`src/rtl/sec_pkg.sv`:
```
// ============================================================================
// Module      : sec_pkg
// Description : Shared definitions for the pipelined SEC Hamming decoder:
//               default widths, the 136/128 H-matrix, a reference syndrome
//               function and the decode status type.
// Revision    : 1.0 - initial release
// ============================================================================
`default_nettype none

package sec_pkg;

  localparam int DATA_W_DEF = 128;
  localparam int PAR_W_DEF  = 8;
  localparam int CW_W_DEF   = DATA_W_DEF + PAR_W_DEF;
  localparam int H_W_DEF    = CW_W_DEF * PAR_W_DEF;
  localparam int POS_W_DEF  = $clog2(CW_W_DEF);

  typedef enum logic [1:0] {
    ST_OK  = 2'd0,
    ST_CE  = 2'd1,
    ST_DUE = 2'd2
  } dec_status_t;

  // Bit-index width for a codeword of cw_w bits (never below 1).
  function automatic int pos_width(input int cw_w);
    return (cw_w > 1) ? $clog2(cw_w) : 1;
  endfunction

  // Builds the default H-matrix. Parity columns are unit vectors. Data
  // columns take every 8-bit value of weight >= 2 in ascending order, except
  // that the two top data columns are pinned to 8'h4A (bit 134) and 8'hAB
  // (bit 135) so their syndromes are easy to recognise on the bench; those
  // two values are skipped in the ascending fill to keep columns unique.
  function automatic logic [H_W_DEF-1:0] gen_h_136_128();
    logic [H_W_DEF-1:0] h;
    logic [7:0]         b;
    int                 k;
    h = '0;
    k = 0;
    for (int j = 0; j < PAR_W_DEF; j++) begin
      h[j*PAR_W_DEF +: PAR_W_DEF] = 8'(1 << j);
    end
    for (int v = 3; v < 256; v++) begin
      b = v[7:0];
      if ((k < DATA_W_DEF - 2) && ((b & (b - 8'd1)) != 8'd0) &&
          (b != 8'hAB) && (b != 8'h4A)) begin
        h[(PAR_W_DEF + k)*PAR_W_DEF +: PAR_W_DEF] = b;
        k++;
      end
    end
    h[134*PAR_W_DEF +: PAR_W_DEF] = 8'h4A;
    h[135*PAR_W_DEF +: PAR_W_DEF] = 8'hAB;
    return h;
  endfunction

  localparam logic [H_W_DEF-1:0] H_136_128 = gen_h_136_128();

  // Syndrome of a default-width codeword: XOR of the H columns of every set bit.
  function automatic logic [PAR_W_DEF-1:0] syndrome_calc(
    input logic [CW_W_DEF-1:0] cw,
    input logic [H_W_DEF-1:0]  h
  );
    logic [PAR_W_DEF-1:0] s;
    s = '0;
    for (int j = 0; j < CW_W_DEF; j++) begin
      if (cw[j]) s = s ^ h[j*PAR_W_DEF +: PAR_W_DEF];
    end
    return s;
  endfunction

endpackage

`default_nettype wire

```
`src/rtl/sec_decoder_pipe_match.sv`:
```
// ============================================================================
// Module      : sec_syndrome_match
// Description : Combinational syndrome-to-position lookup. Compares the
//               syndrome against every H column.
// Ports       : syn (in)  syndrome
//               hit (out) syndrome equals a column
//               pos (out) index of the matching column, 0 when no hit
//               due (out) non-zero syndrome without a column match
// Revision    : 1.0 - initial release
// ============================================================================
`default_nettype none

module sec_syndrome_match
  import sec_pkg::*;
#(
  parameter int                      PAR_W  = PAR_W_DEF,
  parameter int                      CW_W   = CW_W_DEF,
  parameter logic [CW_W*PAR_W-1:0]   H_COLS = H_136_128
) (
  input  logic [PAR_W-1:0]         syn,
  output logic                     hit,
  output logic [$clog2(CW_W)-1:0]  pos,
  output logic                     due
);

  localparam int POS_W = $clog2(CW_W);

  // Columns are unique, so at most one comparison can succeed.
  always_comb begin
    hit = 1'b0;
    pos = '0;
    for (int j = 0; j < CW_W; j++) begin
      if (syn == H_COLS[j*PAR_W +: PAR_W]) begin
        hit = 1'b1;
        pos = POS_W'(j);
      end
    end
    due = (syn != '0) && !hit;
  end

endmodule

`default_nettype wire

```
`src/rtl/sec_decoder_pipe.sv`:
```
// ============================================================================
// Module      : sec_decoder_pipe
// Description : Two-stage pipelined SEC Hamming decoder with valid/ready
//               handshake, stall-all backpressure and saturating CE/DUE
//               event counters.
//               Stage 1 registers codeword, tag and syndrome; stage 2
//               registers the corrected message and status.
// Ports       : clk, rst                 clock, synchronous active-high reset
//               in_valid/in_ready        input handshake
//               in_cw, in_tag            codeword (msg high, parity low), tag
//               out_valid/out_ready      output handshake
//               out_msg, out_tag         corrected message, tag
//               out_ce, out_due, out_pos status and corrected bit index
//               cnt_clr                  clears counters (and error log)
//               ce_cnt, due_cnt          saturating event counters
//               log_valid/log_syn/log_tag  first-DUE log, present only when
//                                        SEC_DECODER_ERR_LOG_EN is defined
// Revision    : 1.0 - initial release
// ============================================================================
`default_nettype none

module sec_decoder_pipe
  import sec_pkg::*;
#(
  parameter int                      DATA_W = 128,
  parameter int                      PAR_W  = 8,
  parameter int                      CW_W   = DATA_W + PAR_W,
  parameter logic [CW_W*PAR_W-1:0]   H_COLS = H_136_128,
  parameter int                      CNT_W  = 16,
  parameter int                      TAG_W  = 8
) (
  input  logic                     clk,
  input  logic                     rst,
  input  logic                     in_valid,
  output logic                     in_ready,
  input  logic [CW_W-1:0]          in_cw,
  input  logic [TAG_W-1:0]         in_tag,
  output logic                     out_valid,
  input  logic                     out_ready,
  output logic [DATA_W-1:0]        out_msg,
  output logic [TAG_W-1:0]         out_tag,
  output logic                     out_ce,
  output logic                     out_due,
  output logic [$clog2(CW_W)-1:0]  out_pos,
  input  logic                     cnt_clr,
  output logic [CNT_W-1:0]         ce_cnt,
  output logic [CNT_W-1:0]         due_cnt
`ifdef SEC_DECODER_ERR_LOG_EN
  ,
  output logic                     log_valid,
  output logic [PAR_W-1:0]         log_syn,
  output logic [TAG_W-1:0]         log_tag
`endif
);

  localparam int              POS_W   = $clog2(CW_W);
  localparam logic [CNT_W-1:0] CNT_MAX = {CNT_W{1'b1}};

  // --------------------------------------------------------------------------
  // H-matrix sanity: no zero column, no duplicates, unit parity columns.
  // --------------------------------------------------------------------------
  function automatic bit h_cols_ok();
    logic [PAR_W-1:0] a;
    logic [PAR_W-1:0] b;
    bit               ok;
    ok = 1'b1;
    for (int j = 0; j < CW_W; j++) begin
      a = H_COLS[j*PAR_W +: PAR_W];
      if (a == '0) ok = 1'b0;
      if ((j < PAR_W) && (a != (PAR_W'(1) << j))) ok = 1'b0;
      for (int k = j + 1; k < CW_W; k++) begin
        b = H_COLS[k*PAR_W +: PAR_W];
        if (a == b) ok = 1'b0;
      end
    end
    return ok;
  endfunction

  if (!h_cols_ok()) begin : g_h_check
    $error("sec_decoder_pipe: H_COLS has a zero, duplicate or non-unit parity column");
  end

  // --------------------------------------------------------------------------
  // Handshake: the whole pipe advances together, gated only by the output.
  // --------------------------------------------------------------------------
  logic s1_valid;
  logic s2_valid;
  logic adv;

  assign adv       = !s2_valid || out_ready;
  assign in_ready  = adv;
  assign out_valid = s2_valid;

  // --------------------------------------------------------------------------
  // Stage 1: syndrome of the incoming codeword
  // --------------------------------------------------------------------------
  logic [PAR_W-1:0] syn_c;
  logic [CW_W-1:0]  s1_cw;
  logic [TAG_W-1:0] s1_tag;
  logic [PAR_W-1:0] s1_syn;

  always_comb begin
    syn_c = '0;
    for (int i = 0; i < PAR_W; i++) begin
      for (int j = 0; j < CW_W; j++) begin
        syn_c[i] = syn_c[i] ^ (in_cw[j] & H_COLS[j*PAR_W + i]);
      end
    end
  end

  always_ff @(posedge clk) begin
    if (rst) begin
      s1_valid <= 1'b0;
      s1_cw    <= '0;
      s1_tag   <= '0;
      s1_syn   <= '0;
    end else if (adv) begin
      s1_valid <= in_valid;
      if (in_valid) begin
        s1_cw  <= in_cw;
        s1_tag <= in_tag;
        s1_syn <= syn_c;
      end
    end
  end

  // --------------------------------------------------------------------------
  // Stage 2: locate and correct
  // --------------------------------------------------------------------------
  logic              m_hit;
  logic              m_due;
  logic [POS_W-1:0]  m_pos;
  logic [DATA_W-1:0] corr_msg;
  dec_status_t       st_c;

  sec_syndrome_match #(
    .PAR_W  (PAR_W),
    .CW_W   (CW_W),
    .H_COLS (H_COLS)
  ) u_match (
    .syn (s1_syn),
    .hit (m_hit),
    .pos (m_pos),
    .due (m_due)
  );

  // Only data-column hits change the message; a parity-column hit leaves
  // every message bit untouched.
  always_comb begin
    corr_msg = '0;
    for (int i = 0; i < DATA_W; i++) begin
      corr_msg[i] = s1_cw[PAR_W + i] ^ (m_hit && (m_pos == POS_W'(PAR_W + i)));
    end
  end

  always_comb begin
    st_c = ST_OK;
    if (m_hit)      st_c = ST_CE;
    else if (m_due) st_c = ST_DUE;
  end

`ifdef SEC_DECODER_ERR_LOG_EN
  logic [PAR_W-1:0] s2_syn;
`endif

  always_ff @(posedge clk) begin
    if (rst) begin
      s2_valid <= 1'b0;
      out_msg  <= '0;
      out_tag  <= '0;
      out_ce   <= 1'b0;
      out_due  <= 1'b0;
      out_pos  <= '0;
`ifdef SEC_DECODER_ERR_LOG_EN
      s2_syn   <= '0;
`endif
    end else if (adv) begin
      s2_valid <= s1_valid;
      // Bubbles clear the result fields so an idle output reads all-zero.
      if (s1_valid) begin
        out_msg <= corr_msg;
        out_tag <= s1_tag;
        out_ce  <= (st_c == ST_CE);
        out_due <= (st_c == ST_DUE);
        out_pos <= m_pos;
`ifdef SEC_DECODER_ERR_LOG_EN
        s2_syn  <= s1_syn;
`endif
      end else begin
        out_msg <= '0;
        out_tag <= '0;
        out_ce  <= 1'b0;
        out_due <= 1'b0;
        out_pos <= '0;
`ifdef SEC_DECODER_ERR_LOG_EN
        s2_syn  <= '0;
`endif
      end
    end
  end

  // --------------------------------------------------------------------------
  // Event counters: count transfers, not cycles, so stalls never double-count.
  // --------------------------------------------------------------------------
  logic xfer;
  assign xfer = s2_valid && out_ready;

  always_ff @(posedge clk) begin
    if (rst || cnt_clr) begin
      ce_cnt <= '0;
    end else if (xfer && out_ce && (ce_cnt != CNT_MAX)) begin
      ce_cnt <= ce_cnt + 1'b1;
    end
  end

  always_ff @(posedge clk) begin
    if (rst || cnt_clr) begin
      due_cnt <= '0;
    end else if (xfer && out_due && (due_cnt != CNT_MAX)) begin
      due_cnt <= due_cnt + 1'b1;
    end
  end

`ifdef SEC_DECODER_ERR_LOG_EN
  // Sticky log of the first uncorrectable error since reset or clear.
  always_ff @(posedge clk) begin
    if (rst || cnt_clr) begin
      log_valid <= 1'b0;
      log_syn   <= '0;
      log_tag   <= '0;
    end else if (xfer && out_due && !log_valid) begin
      log_valid <= 1'b1;
      log_syn   <= s2_syn;
      log_tag   <= out_tag;
    end
  end
`endif

endmodule

`default_nettype wire
```
`config.mk`:
```
export PLATFORM = sky130hd
export DESIGN_NAME = sec_decoder_pipe
export DESIGN_NICKNAME = d
export VERILOG_FILES = /design/src/rtl/sec_pkg.sv /design/src/rtl/sec_decoder_pipe_match.sv /design/src/rtl/sec_decoder_pipe.sv
export SDC_FILE = /design/constraint.sdc
export NUM_CORES = 1
export LEC_CHECK = 0
export ABC_AREA = 1
export CORE_ASPECT_RATIO = 0.7
export CORE_MARGIN = 8
export CORE_UTILIZATION = 40
export CTS_CLUSTER_DIAMETER = 50
export DETAILED_ROUTE_END_ITERATION = 10
export PLACE_DENSITY = 0.67
export SLEW_MARGIN = 20
export SYNTH_ARGS = -nofsm -noshare
export SYNTH_HDL_FRONTEND = slang
export SYNTH_SLANG_ARGS = --single-unit
```
`constraint.sdc`:
```
create_clock -name clk -period 10.1 [get_ports clk]
set_input_delay 1.515 -clock clk [delete_from_list [all_inputs] [get_ports clk]]
set_output_delay 1.515 -clock clk [all_outputs]
set_load 0.05 [all_outputs]
```
==> impl_metrics.yaml <==
synthesis:
  yosysTopAreaCellShare_pct: 35.2
  yosysWarnings: 0
  ys_types: 41
  syn_inst: 2517
  async_flop_share_pct: 0
  ys.flop_type: "dfxtp_1"
  synth-seq-cells: 324
  synthesis.nets: 2668
  yosysMostFrequentCell: "nor2_1"
  synth-edff-count: 0
  ys_seq_area_share_pct: 35.2
  synthTopCellsByArea: "dfxtp_1, xnor2_1, nor2_1"
  syn_avg_cell_area_sq_um: 7.33
  yosysTopAreaCell: "dfxtp_1"
  syn-cell-area_sq_um: 18500
  synth_common_cells: "nor2_1, dfxtp_1, o21ai_0"
critical_path:
  cp-start-kind: "input pin"
  worstSetupPathType: "in2out"
  critical_path.cell_chain: "clkdlybuf4s50_1 > nor2_4 > buf_4 > buf_4 > inv_1 > clkdlybuf4s50_1"
  cp_slowest_cell: "buf_4"
  worstPathMaxFanout: 91
  critPathMaxStageDelay_ns: 0.83
  cp-end-kind: "output port"
  crit_arrival_ns: 4.88
  required_ns: 8.59
  crit_family: "buffers and inverters"
  path_buf_inv: 5
timing:
  setup_tns_ns: 0
  skew_ns: 0.0258
  slew_violations: 0
  fin_crit_ns: 6.40
  hold_violations: 0
  hold_slack_ns: 0.463
  setup_viol: 0
  rsz0062_at_grt: "no"
  layout_worst_path_cycle_share_pct: 63.3
  max-slew-margin-rel_pct: 30.9
  tightest_slew_ns: 1.04
  max_freq_mhz: 156
floorplanning:
  initial_core_util_pct: 40.1
  rows: 66
  die_area_sq_um: 53400
  io_pins: 329
  dieWidth_microns: 273
  core_area_sq_um: 46000
  die_height_microns: 196
drt:
  wirelength_microns: 73400
  drcViolationCount: 0
  first_iter_violations: 2103
  num_vias: 18100
  viasPerCell: 5.35
  dr.pass1.iters: 7
  antenna_left: 0
  wl_per_cell_microns: 21.6
pwr:
  power_density_nw_per_um2: 198
  p_leak_nw: 8.43
  vdd_drop_max_uv: 102
finish:
  register_area_sq_um: 6490
  final_core_util_pct: 50.9
  final_cell_area_sq_um: 23400
  drive_above_1_share_pct: 4.08
  fin_nets: 2895
  fill_cells: 4452
  multi_input_area_sq_um: 10800
  area_delta_synth_final_pct: 26.8
clock_tree:
  htree_levels: 2
  clk_pin_slew_ns: 0.06
  cts_setup_buffers: 0
  root_buffer: "clkbuf_16"
  cts_hold_buffers: 0
  clk_path_buf_depth: 3
  clkLatencyLatePin_ns: 0.56
  cts_tree: "done"
  post_cts_resized: 0
  cts-buffers-inserted: 40
  clock-sinks: 324
placed_design:
  io_buffers: 328
  place_area_sq_um: 21900
  hpwl_microns: 54600
  place.gp.congestion: 0.948
grt:
  grt_max_degree: 96
  grt_pass1_vias: 17000
  grt_pass1_wl_microns: 108000
  overflow: 0
  antenna_found_initial: 9
  grt_use_total_pct: 26.1
status:
  outcome: "finished, final reports clean"
flow_run:
  cap_violations: 0
min_path:
  hp-class: "reg2reg"
## worst paths after layout
kind,from,to,slack (ns),cells past startpoint
hold reg to reg,s1_tag[6],out_tag[6],0.46,2
hold / removal,s1_tag[6],out_tag[6],0.46,2
setup reg to reg,s1_syn[0],out_pos[0],4.57,37
setup / recovery,out_ready,in_ready,3.70,6
## layout by cell type, fill, tap and decap left out, types with 3 or more instances in the layout
master,n
o211ai_1,4
o31ai_1,3
diode_2,7
a21oi_1,186
nor3_1,34
clkinv_2,5
nor4_1,19
clkbuf_8,5
o21ai_0,295
buf_4,12
inv_6,4
nand4_1,38
a21o_1,120
nand2_1,211
clkinv_1,5
xor2_1,156
clkbuf_16,41
a31o_2,4
bufinv_16,9
inv_2,18
inv_1,120
xnor2_1,273
nand3_1,23
o21a_1,4
nor2_1,501
clkdlybuf4s50_1,327
dfxtp_1,324
clkbuf_1,4
## per-stage QoR
stage                     setup WS [ns]  cells  power [mW]
after global placement             3.82   3314        2.97
after floorplan                    5.05   2517        2.48
after CTS                          3.79   3383        4.60
after global routing               3.60   3390        4.80
after detailed placement           3.80   3314        2.98
final                              3.70   3390        4.62
## layout make-up
cell class | count | area share [%]
Clock buffer | 50 | 4.74
Clock inverter | 19 | 1.49
Inverter | 145 | 2.35
Sequential cell | 324 | 27.7
Multi-Input combinational cell | 1894 | 46.0
Tap cell | 612 | 3.27
Antenna cell | 7 | 0.0749
Timing Repair Buffer | 339 | 14.4
## flip-flops by register name, indices dropped and copies added, names as in the netlist
| signal | cells |
|---|---|
| out_pos | 8 |
| due_cnt | 16 |
| s1_cw | 128 |
| s1_valid | 1 |
| out_ce | 1 |
| out_valid | 1 |
| out_due | 1 |
| out_tag | 8 |
| out_msg | 128 |
| s1_syn | 8 |
| ce_cnt | 16 |
| s1_tag | 8 |
## worst min-delay path, cell delays in order (launching register included)
cell and delay (ns):
dfxtp_1 0.31, nand2_1 0.06, a21oi_1 0.05
## logic make-up (layout without fill, tap and decap cells)
kind of cell	after synthesis	count (layout)	share of synthesized area, %
compound gates	623	623	18.9
xor+xnor	434	434	20.9
fa+ha+maj	2	2	0.136
buf+inv	299	553	6.65
flops	324	324	35.2
other cells	0	7	0
simple gates	835	835	18.2
## routing by layer
layer / global-route usage (%) / vias to the layer above / wire length (microns)
met5: 0 / - / 23
met4: 8.64 / 4 / 2310
met3: 6.22 / 162 / 7460
met2: 39.6 / 889 / 31400
met1: 36.1 / 8412 / 32200
li1: - / 8658 / -
## power breakdown
| part | internal (mW) | switching [mW] | total (mW) |
|---|---|---|---|
| combinational | 0.564 | 1.03 | 1.60 |
| clock | 1.01 | 0.599 | 1.61 |
| sequential | 1.35 | 0.0614 | 1.42 |
| total | 2.93 | 1.69 | 4.62 |
Note: power is estimated with default switching activity, not from simulation.
